File: src/rtl/spi_txn_sequencer.sv
// ---------------------------------------------------------------------------
// spi_txn_sequencer
// Command-side sequencer sitting directly upstream of an SPI master control
// block. One command carries up to four write bytes and a total transaction
// length in bytes. The sequencer enables the master, watches its read fill
// level to count received bytes, packs them into 32-bit response words and
// drops the enable one byte early so the master stops on a byte boundary.
//
// Ports
//   clk_i, rstn_i            clock, synchronous active-low reset
//   cmd_*                    command channel (valid/ready), data/bytes/len
//   rsp_*                    response channel (valid/ready), data/bytes/last
//   err_o                    sticky error: overrun, stop timeout, zero length
//   spi_enable_o             enable to the master
//   spi_write_data_o/bytes_o latched write word and byte count to the master
//   spi_read_data_i          read word from the master
//   spi_read_bytes_valid_i   read fill level (0 = master idle)
// ---------------------------------------------------------------------------
module spi_txn_sequencer #(
   parameter int unsigned LEN_W        = 8,
   parameter int unsigned START_HOLD   = 12,
   parameter int unsigned STOP_TIMEOUT = 64
) (
   input  logic             clk_i,
   input  logic             rstn_i,
   input  logic             cmd_valid_i,
   output logic             cmd_ready_o,
   input  logic [31:0]      cmd_wr_data_i,
   input  logic [2:0]       cmd_wr_bytes_i,
   input  logic [LEN_W-1:0] cmd_len_i,
   output logic             rsp_valid_o,
   input  logic             rsp_ready_i,
   output logic [31:0]      rsp_data_o,
   output logic [2:0]       rsp_bytes_o,
   output logic             rsp_last_o,
   output logic             err_o,
   output logic             spi_enable_o,
   output logic [31:0]      spi_write_data_o,
   output logic [2:0]       spi_write_bytes_o,
   input  logic [31:0]      spi_read_data_i,
   input  logic [2:0]       spi_read_bytes_valid_i
);

   localparam int unsigned HOLD_W = (START_HOLD   > 1) ? $clog2(START_HOLD)   : 1;
   localparam int unsigned TO_W   = (STOP_TIMEOUT > 1) ? $clog2(STOP_TIMEOUT) : 1;

   typedef enum logic [2:0] {
      S_IDLE,
      S_START,
      S_RUN,
      S_STOP,
      S_FLUSH
   } state_e;

   state_e             state_q,     state_d;
   logic [31:0]        wr_data_q,   wr_data_d;
   logic [2:0]         wr_bytes_q,  wr_bytes_d;
   logic [LEN_W-1:0]   len_q,       len_d;
   logic [LEN_W-1:0]   rx_cnt_q,    rx_cnt_d;
   logic [HOLD_W-1:0]  hold_cnt_q,  hold_cnt_d;
   logic [TO_W-1:0]    to_cnt_q,    to_cnt_d;
   logic [2:0]         prev_rbv_q,  prev_rbv_d;
   logic [31:0]        rx_buf_q,    rx_buf_d;
   logic [2:0]         pend_q,      pend_d;
   logic               rsp_valid_q, rsp_valid_d;
   logic [31:0]        rsp_data_q,  rsp_data_d;
   logic [2:0]         rsp_bytes_q, rsp_bytes_d;
   logic               rsp_last_q,  rsp_last_d;
   logic               err_q,       err_d;

   logic               capture;
   logic [LEN_W-1:0]   len_m1;
   logic [31:0]        flush_word;

   // NOTE: every signal assigned in this block gets a default first, so no
   // path through the case statement can leave one unassigned (no latches).
   always_comb begin
      state_d      = state_q;
      wr_data_d    = wr_data_q;
      wr_bytes_d   = wr_bytes_q;
      len_d        = len_q;
      rx_cnt_d     = rx_cnt_q;
      hold_cnt_d   = hold_cnt_q;
      to_cnt_d     = to_cnt_q;
      prev_rbv_d   = spi_read_bytes_valid_i;
      rx_buf_d     = rx_buf_q;
      pend_d       = pend_q;
      rsp_valid_d  = rsp_valid_q;
      rsp_data_d   = rsp_data_q;
      rsp_bytes_d  = rsp_bytes_q;
      rsp_last_d   = rsp_last_q;
      err_d        = err_q;
      spi_enable_o = 1'b0;
      len_m1       = len_q - 1'b1;
      flush_word   = '0;

      // Only the active phases of a transaction watch the master's fill level.
      capture = (state_q == S_START || state_q == S_RUN || state_q == S_STOP) &&
                (spi_read_bytes_valid_i != 3'd0) &&
                (spi_read_bytes_valid_i != prev_rbv_q);

      for (int i = 0; i < 4; i++) begin
         if (3'(i) < pend_q) flush_word[8*i +: 8] = rx_buf_q[8*i +: 8];
      end

      if (rsp_valid_q && rsp_ready_i) rsp_valid_d = 1'b0;

      if (capture) begin
         if (rx_cnt_q != {LEN_W{1'b1}}) rx_cnt_d = rx_cnt_q + 1'b1;
         rx_buf_d = spi_read_data_i;
         pend_d   = spi_read_bytes_valid_i;
         if (spi_read_bytes_valid_i == 3'd4) begin
            // A full word still waiting unconsumed is lost: flag overrun.
            if (rsp_valid_q && !rsp_ready_i) err_d = 1'b1;
            pend_d      = 3'd0;
            rsp_valid_d = 1'b1;
            rsp_data_d  = spi_read_data_i;
            rsp_bytes_d = 3'd4;
            rsp_last_d  = 1'b0;
         end
      end

      unique case (state_q)
         S_IDLE: begin
            if (cmd_valid_i) begin
               if (cmd_len_i == '0) begin
                  err_d = 1'b1;
               end else begin
                  wr_data_d  = cmd_wr_data_i;
                  wr_bytes_d = (cmd_wr_bytes_i > 3'd4) ? 3'd4 : cmd_wr_bytes_i;
                  len_d      = cmd_len_i;
                  rx_cnt_d   = '0;
                  hold_cnt_d = '0;
                  pend_d     = 3'd0;
                  state_d    = S_START;
               end
            end
         end
         S_START: begin
            spi_enable_o = 1'b1;
            if (hold_cnt_q == HOLD_W'(START_HOLD - 1)) state_d = S_RUN;
            else                                       hold_cnt_d = hold_cnt_q + 1'b1;
         end
         S_RUN: begin
            // Enable drops while the last byte is in flight, so the master
            // completes exactly that byte and then stops.
            if (rx_cnt_q >= len_m1) begin
               to_cnt_d = '0;
               state_d  = S_STOP;
            end else begin
               spi_enable_o = 1'b1;
            end
         end
         S_STOP: begin
            if (spi_read_bytes_valid_i == 3'd0) begin
               state_d = S_FLUSH;
            end else if (to_cnt_q == TO_W'(STOP_TIMEOUT - 1)) begin
               err_d   = 1'b1;
               state_d = S_FLUSH;
            end else begin
               to_cnt_d = to_cnt_q + 1'b1;
            end
         end
         S_FLUSH: begin
            if (rsp_valid_q && rsp_last_q) begin
               // Final partial word presented; leave once it is taken.
               if (rsp_ready_i) state_d = S_IDLE;
            end else if (pend_q != 3'd0) begin
               // Wait for any full word still held before loading the tail.
               if (!rsp_valid_q || rsp_ready_i) begin
                  rsp_valid_d = 1'b1;
                  rsp_data_d  = flush_word;
                  rsp_bytes_d = pend_q;
                  rsp_last_d  = 1'b1;
                  pend_d      = 3'd0;
               end
            end else begin
               state_d = S_IDLE;
            end
         end
         default: state_d = S_IDLE;
      endcase
   end

   // NOTE: state registers use non-blocking assignments so every flop samples
   // the pre-edge value of the others, independent of block ordering.
   always_ff @(posedge clk_i) begin
      if (!rstn_i) begin
         state_q     <= S_IDLE;
         wr_data_q   <= '0;
         wr_bytes_q  <= '0;
         len_q       <= '0;
         rx_cnt_q    <= '0;
         hold_cnt_q  <= '0;
         to_cnt_q    <= '0;
         prev_rbv_q  <= '0;
         rx_buf_q    <= '0;
         pend_q      <= '0;
         rsp_valid_q <= 1'b0;
         rsp_data_q  <= '0;
         rsp_bytes_q <= '0;
         rsp_last_q  <= 1'b0;
         err_q       <= 1'b0;
      end else begin
         state_q     <= state_d;
         wr_data_q   <= wr_data_d;
         wr_bytes_q  <= wr_bytes_d;
         len_q       <= len_d;
         rx_cnt_q    <= rx_cnt_d;
         hold_cnt_q  <= hold_cnt_d;
         to_cnt_q    <= to_cnt_d;
         prev_rbv_q  <= prev_rbv_d;
         rx_buf_q    <= rx_buf_d;
         pend_q      <= pend_d;
         rsp_valid_q <= rsp_valid_d;
         rsp_data_q  <= rsp_data_d;
         rsp_bytes_q <= rsp_bytes_d;
         rsp_last_q  <= rsp_last_d;
         err_q       <= err_d;
      end
   end

   assign cmd_ready_o       = (state_q == S_IDLE);
   assign rsp_valid_o       = rsp_valid_q;
   assign rsp_data_o        = rsp_data_q;
   assign rsp_bytes_o       = rsp_bytes_q;
   assign rsp_last_o        = rsp_last_q;
   assign err_o             = err_q;
   assign spi_write_data_o  = wr_data_q;
   assign spi_write_bytes_o = wr_bytes_q;

endmodule
File: config.mk
export PLATFORM = sky130hd
export DESIGN_NAME = spi_txn_sequencer
export DESIGN_NICKNAME = d
export VERILOG_FILES = /design/src/rtl/spi_txn_sequencer.sv
export SDC_FILE = /design/constraint.sdc
export NUM_CORES = 1
export LEC_CHECK = 0
export CORE_ASPECT_RATIO = 1.5
export CORE_UTILIZATION = 49
export CTS_CLUSTER_DIAMETER = 60
export CTS_CLUSTER_SIZE = 14
export DETAILED_ROUTE_END_ITERATION = 16
export PLACE_DENSITY = 0.83
export RECOVER_POWER = 25
export SYNTH_ARGS = -nofsm -noshare
export SYNTH_HDL_FRONTEND = slang
export SYNTH_SLANG_ARGS = --single-unit
File: constraint.sdc
create_clock -name clk_i -period 3.2 [get_ports clk_i]
set_input_delay 0.64 -clock clk_i [delete_from_list [all_inputs] [get_ports clk_i]]
set_output_delay 0.64 -clock clk_i [all_outputs]
set_load 0.01 [all_outputs]
# [Word-level counts from Yosys, hierarchy flattened]
# Index checks and enable logic that the tools add are counted.
[totals] word_cells=137 register_bits=140 out_inout_bits=75
[classes] reduce_logical=21 muxes=71 add_sub_neg=4 bitwise=1 eq_ne=19 order_cmp=6
[ops] cell="two-way mux 32 bit" n=6
[ops] cell="two-way mux 8 bit" n=9
[ops] cell="two-way mux 3 bit" n=23
[ops] cell="two-way mux 1 bit" n=21
[ops] cell="two-way mux 6 bit" n=3
[ops] cell="one-hot mux 3 bit (5 select lines)" n=1
[ops] cell="two-way mux 4 bit" n=3
[ops] cell="one-hot mux 6 bit (2 select lines)" n=1
[ops] cell="!= test 2 bit (second input constant)" n=5
[ops] cell="adder 8 x 1 -> 8 bit (second input constant)" n=1
[ops] cell="greater-or-equal comparator 8 bit" n=1
[ops] cell="logical NOT 8 bit" n=1
[ops] cell="!= test 8 bit (second input constant)" n=1
[ops] cell="one-hot mux 4 bit (2 select lines)" n=1
[ops] cell="AND reduction 4 bit" n=2
[ops] cell="subtractor 8 x 1 -> 8 bit (second input constant)" n=1
[ops] cell="AND reduction 7 bit" n=1
[ops] cell="adder 6 x 1 -> 6 bit (second input constant)" n=1
[ops] cell="== test 3 x 2 -> 1 bit (second input constant)" n=2
[ops] cell="== test 3 bit (second input constant)" n=2
[ops] cell="== test 6 bit (second input constant)" n=1
[ops] cell="logical NOT 3 bit" n=2
[ops] cell="< comparator 1 x 3 -> 1 bit (first input constant)" n=2
[ops] cell="< comparator 2 x 3 -> 1 bit (first input constant)" n=2
[ops] cell="17 further kinds" n=29

# [Longest topological paths before layout]
[logic_depth] word_depth=10 mapped_depth=10

# [Least setup slack after synthesis]
# OpenSTA, ideal clock, no wires.
[synth_timing] path_kind="flip-flop to output port" start="reg len_q[0]" end="out spi_enable_o" path_slack_ns=0.543 t_arrival_ns=2.017 stages_incl_launch_ff=10 n_path_buf=0 required_ns=2.560 cell_sequence="dfxtp_1 inv_1 ha_1 xnor2_1 ha_1 and3_1 o21ai_0 a311oi_1 a2111oi_2 a31o_2"
[synth_via] elab_chain_len=4
[synth_lines] element="start, declared" line_no="58" source="logic [LEN_W-1:0] len_q, len_d;"
[synth_lines] element="start signal, assigned" line_no="208" source="len_q <= len_d;"
[synth_lines] element="subtractor 8 x 1 -> 8 bit" line_no="94" source="len_m1 = len_q - 1'b1;"
[synth_lines] element="greater-or-equal comparator 8 bit" line_no="147" source="if (rx_cnt_q >= len_m1) begin"
[synth_lines] element="two-way mux 1 bit" line_no="147"
[synth_lines] element="one-hot mux 1 bit (2 select lines)" line_no="123" source="unique case (state_q)"
[synth_lines] element="end, declared" line_no="37" source="output logic spi_enable_o,"
# Every way passes these cells.

# [Worst setup path in the final report]
[layout_timing] start="reg len_q[5]" end="out spi_enable_o"
# The elaborated chain is that of the path after synthesis.

==> reports/qor.yml <==
outcome: "finished, violations left"
violations: "max-capacitance violations, max-slew violations"
finalNonFillerCells: 1028
nets: 956
max_freq_ghz: 0.3198
h-tree-depth: 4
synth_seq_area_share_pct: 45.98
avgSynthCellArea_sq_um: 8.538
drc: 0
skew_ps: 10.56
worstPathRequired_ps: 2560
initial_core_util_pct: 50.47
internal-power_w: 0.003414
synth_flop_cell: "dfxtp_1"
finalWirelength_um: 16410
via_count: 5778
antenna_found_initial: 0
synthMuxAreaShare_pct: 6.240
power.leakage_nw: 3.351
arrival_ps: 2490
dieArea_sq_um: 12900
cts_tree: "built"
clk_path_buf_depth: 2
drive_above_1_share_pct: 11.43
period_share_pct: 97.72
power.share.clock_pct: 37.9
p_sw_w: 0.001452
min_period_ps: 3127
io_buffer_count: 156
cts.sinks: 140
grt_start_max_net_pins: 86
dieWidth_um: 93.07
async_flop_share_pct: 0
r2r.worst_path.cells: 11
crit_fanout: 3
place_hpwl_um: 11360
rsz0062_at_grt: "yes"
p_seq_share_pct: 41.3
setup.worst_path.start_class: "flop"
grt.overflow.total: 0
whs_path_depth: 2
synth-simple-area-share_pct: 21.63
syn_inst: 714
postCtsHoldBufs: 0
clock_tree.root_cell: "clkbuf_16"
syn_area_sq_um: 6096
synth.area.top_cells: "dfxtp_1 46%, nand2_1 8.7%, a21oi_1 5.0%, nand3_1 3.4%, mux2i_1 3.3%"
yosysTopAreaCell: "dfxtp_1"
tightest_slew_ps: 2096
clk_latency_ps: 420
drv_cap: 2
clk_pin_slew_ps: 60
io_pins: 157
drt_pass1_iterations: 5
p_per_area_nw_per_um2: 572.8
synthDominantCellAreaShare_pct: 45.98
yosys.area_share.xor_xnor_pct: 1.724
synth_nets: 808
die_height_um: 138.6
cts_buffers: 17
swShare_pct: 29.84
area_growth_pct: 39.37
synth_top_family_by_area: "simple AND/OR/NAND/NOR gates"
yosys_register_bits: 140
slew_violations: 137
yosys_warnings: 0
maxSlewHeadroom_pct: -39.75
core_sq_um: 12080
synth_cell_types: 60
place_congestion: 0.8272
dp.cells: 990
worst_hold_path_type: "flop to flop"
drt_iter0_drc: 275
comb_power_share_pct: 20.7
gr-usage-all-layers_pct: 25.51
peakVddDrop_v: 0.0004134
synth_edf_count: 0
report.final.hold_viol_count: 0
synth_compound_area_share_pct: 17.28
num_rows: 49
diodes: 0
finalSetupViolations: 0
viasPerCell: 5.621
wl_per_cell_um: 15.97
synth_adder_area_share_pct: 2.463
final.setup.tns_ps: 0
cp-end-kind: "primary output"
grt_pass1_wl_um: 26270
grt_pass1_vias: 5541
critPathKind: "flop to primary output"
final_antenna_net_count: 0
-- synthesized netlist by cell type, types with 3 or more instances --
library cell	n
nand3_1	42
and3_1	7
nor3_1	6
and2_1	5
nand2b_1	6
mux2_1	9
nor2_1	51
nand4_1	3
buf_6	5
o21ai_0	39
ha_1	12
a22oi_1	19
mux2_2	7
inv_1	7
a31oi_1	4
xnor2_1	3
a211oi_1	20
buf_1	3
or2_2	3
xor2_1	9
a41o_1	5
nand3b_1	3
nor2b_1	4
nor4_1	4
buf_2	18
dfxtp_1	140
mux2i_1	20
a21oi_1	61
nand2_1	142
clkbuf_1	23
-- power groups by stage --
stage	Sequential, W	Clock (W)	Combinational [W]
after floorplan	0.00204	0	0.000555
after global placement	0.00203	0	0.000924
after detailed placement	0.00204	0	0.000959
after CTS	0.00201	0.00188	0.000991
after global routing	0.00203	0.00196	0.00111
final	0.00201	0.00185	0.00101
-- layout by cell type, fill, tap and decap left out, types with 3 or more instances in the layout --
master           instances
inv_6                    7
dfxtp_2                  3
clkdlybuf4s50_1        106
clkbuf_16               17
ha_1                    11
a41o_1                   5
and2_1                   5
buf_4                   19
a211oi_1                20
or2_2                    3
dlygate4sd3_1           48
nand2b_1                 6
nor4_1                   3
o21ai_0                 38
nor2_1                  50
a22oi_1                 19
inv_1                    5
buf_12                   3
clkinvlp_4               3
and3_1                   7
mux2_1                   9
nand3b_1                 3
mux2i_1                 20
a31oi_1                  4
a21oi_1                 60
nand3_1                 42
nor2b_1                  4
dfxtp_1                135
nand2_1                141
nand4_1                  3
mux2_2                   7
nor3_1                   4
nand2_2                  3
xor2_1                   9
-- metal layers --
metal / routed length [um] / track usage, %
met2: 8629 / 45.90
met5: 0 / 0
met3: 997 / 6.634
met1: 6275 / 27.20
met4: 510 / 11.98
-- what timing repair did --
action / CTS / global route
pin swaps: 8 / 11
resized for setup: 18 / 13
buffers inserted: 4 / 2
setup endpoints to repair: 1 / 1
-- critical path, stage by stage, from the launching register on --
cell and delay [ps]:
dfxtp_4 360, nor4_4 310, nand2_1 120, xor2_1 160, ha_1 320, nand2_2 80, a311oi_4 310, a2111oi_4 60
a31o_2 260, buf_6 120
-- final timing paths --
| kind | start | endpoint | slack [ps] |
|---|---|---|---|
| min | spi_write_data_o[24] | spi_write_data_o[24] | 450 |
| min reg2reg | spi_write_data_o[24] | spi_write_data_o[24] | 450 |
| max | len_q[5] | spi_enable_o | 70 |
| max reg2reg | len_q[5] | state_q[0] | 600 |
-- final cells by class --
class                      count  area (sq um)
fill                         965          3582
multi-input combinational    516          3132
sequential                   140          2814
timing repair buffer         180          1769
clock buffer                  18         439.2
tap                          153         191.4
clock inverter                14         123.9
inverter                       7         26.28
-- kinds of logic (layout without fill, tap and decap cells) --
kind of cell / Yosys count / count (layout)
simple gates: 290 / 290
xor+xnor: 12 / 12
mux: 36 / 36
buf+inv: 58 / 219
compound gates: 166 / 166
flops: 140 / 140
fa+ha+maj: 12 / 12
-- through the flow --
step                      hold WS [ps]  power [W]  utilization [%]  cell area [sq um]  worst slack (ps)
final                            448.3   0.004866            70.34               8496             73.05
after CTS                        455.1   0.004876            69.72               8421             6.520
after global placement           442.3   0.002955            64.40               7779            -13.49
after global routing             469.6   0.005094            70.34               8496            -43.92
after floorplan                  436.4   0.002598                -               6096             542.5
after detailed placement         446.1   0.003003            64.40               7779            -65.91
-- flip-flops by register name, indices dropped and copies added (netlist names), 3 cells and up --
name               cells
rsp_bytes_o            3
to_cnt_q               6
pend_q                 3
rx_cnt_q               8
spi_write_data_o      32
spi_write_bytes_o      3
hold_cnt_q             4
len_q                  8
rsp_data_o            32
prev_rbv_q             3
state_q                3
rx_buf_q              32
No activity file was read; power rests on OpenSTA's default activity.
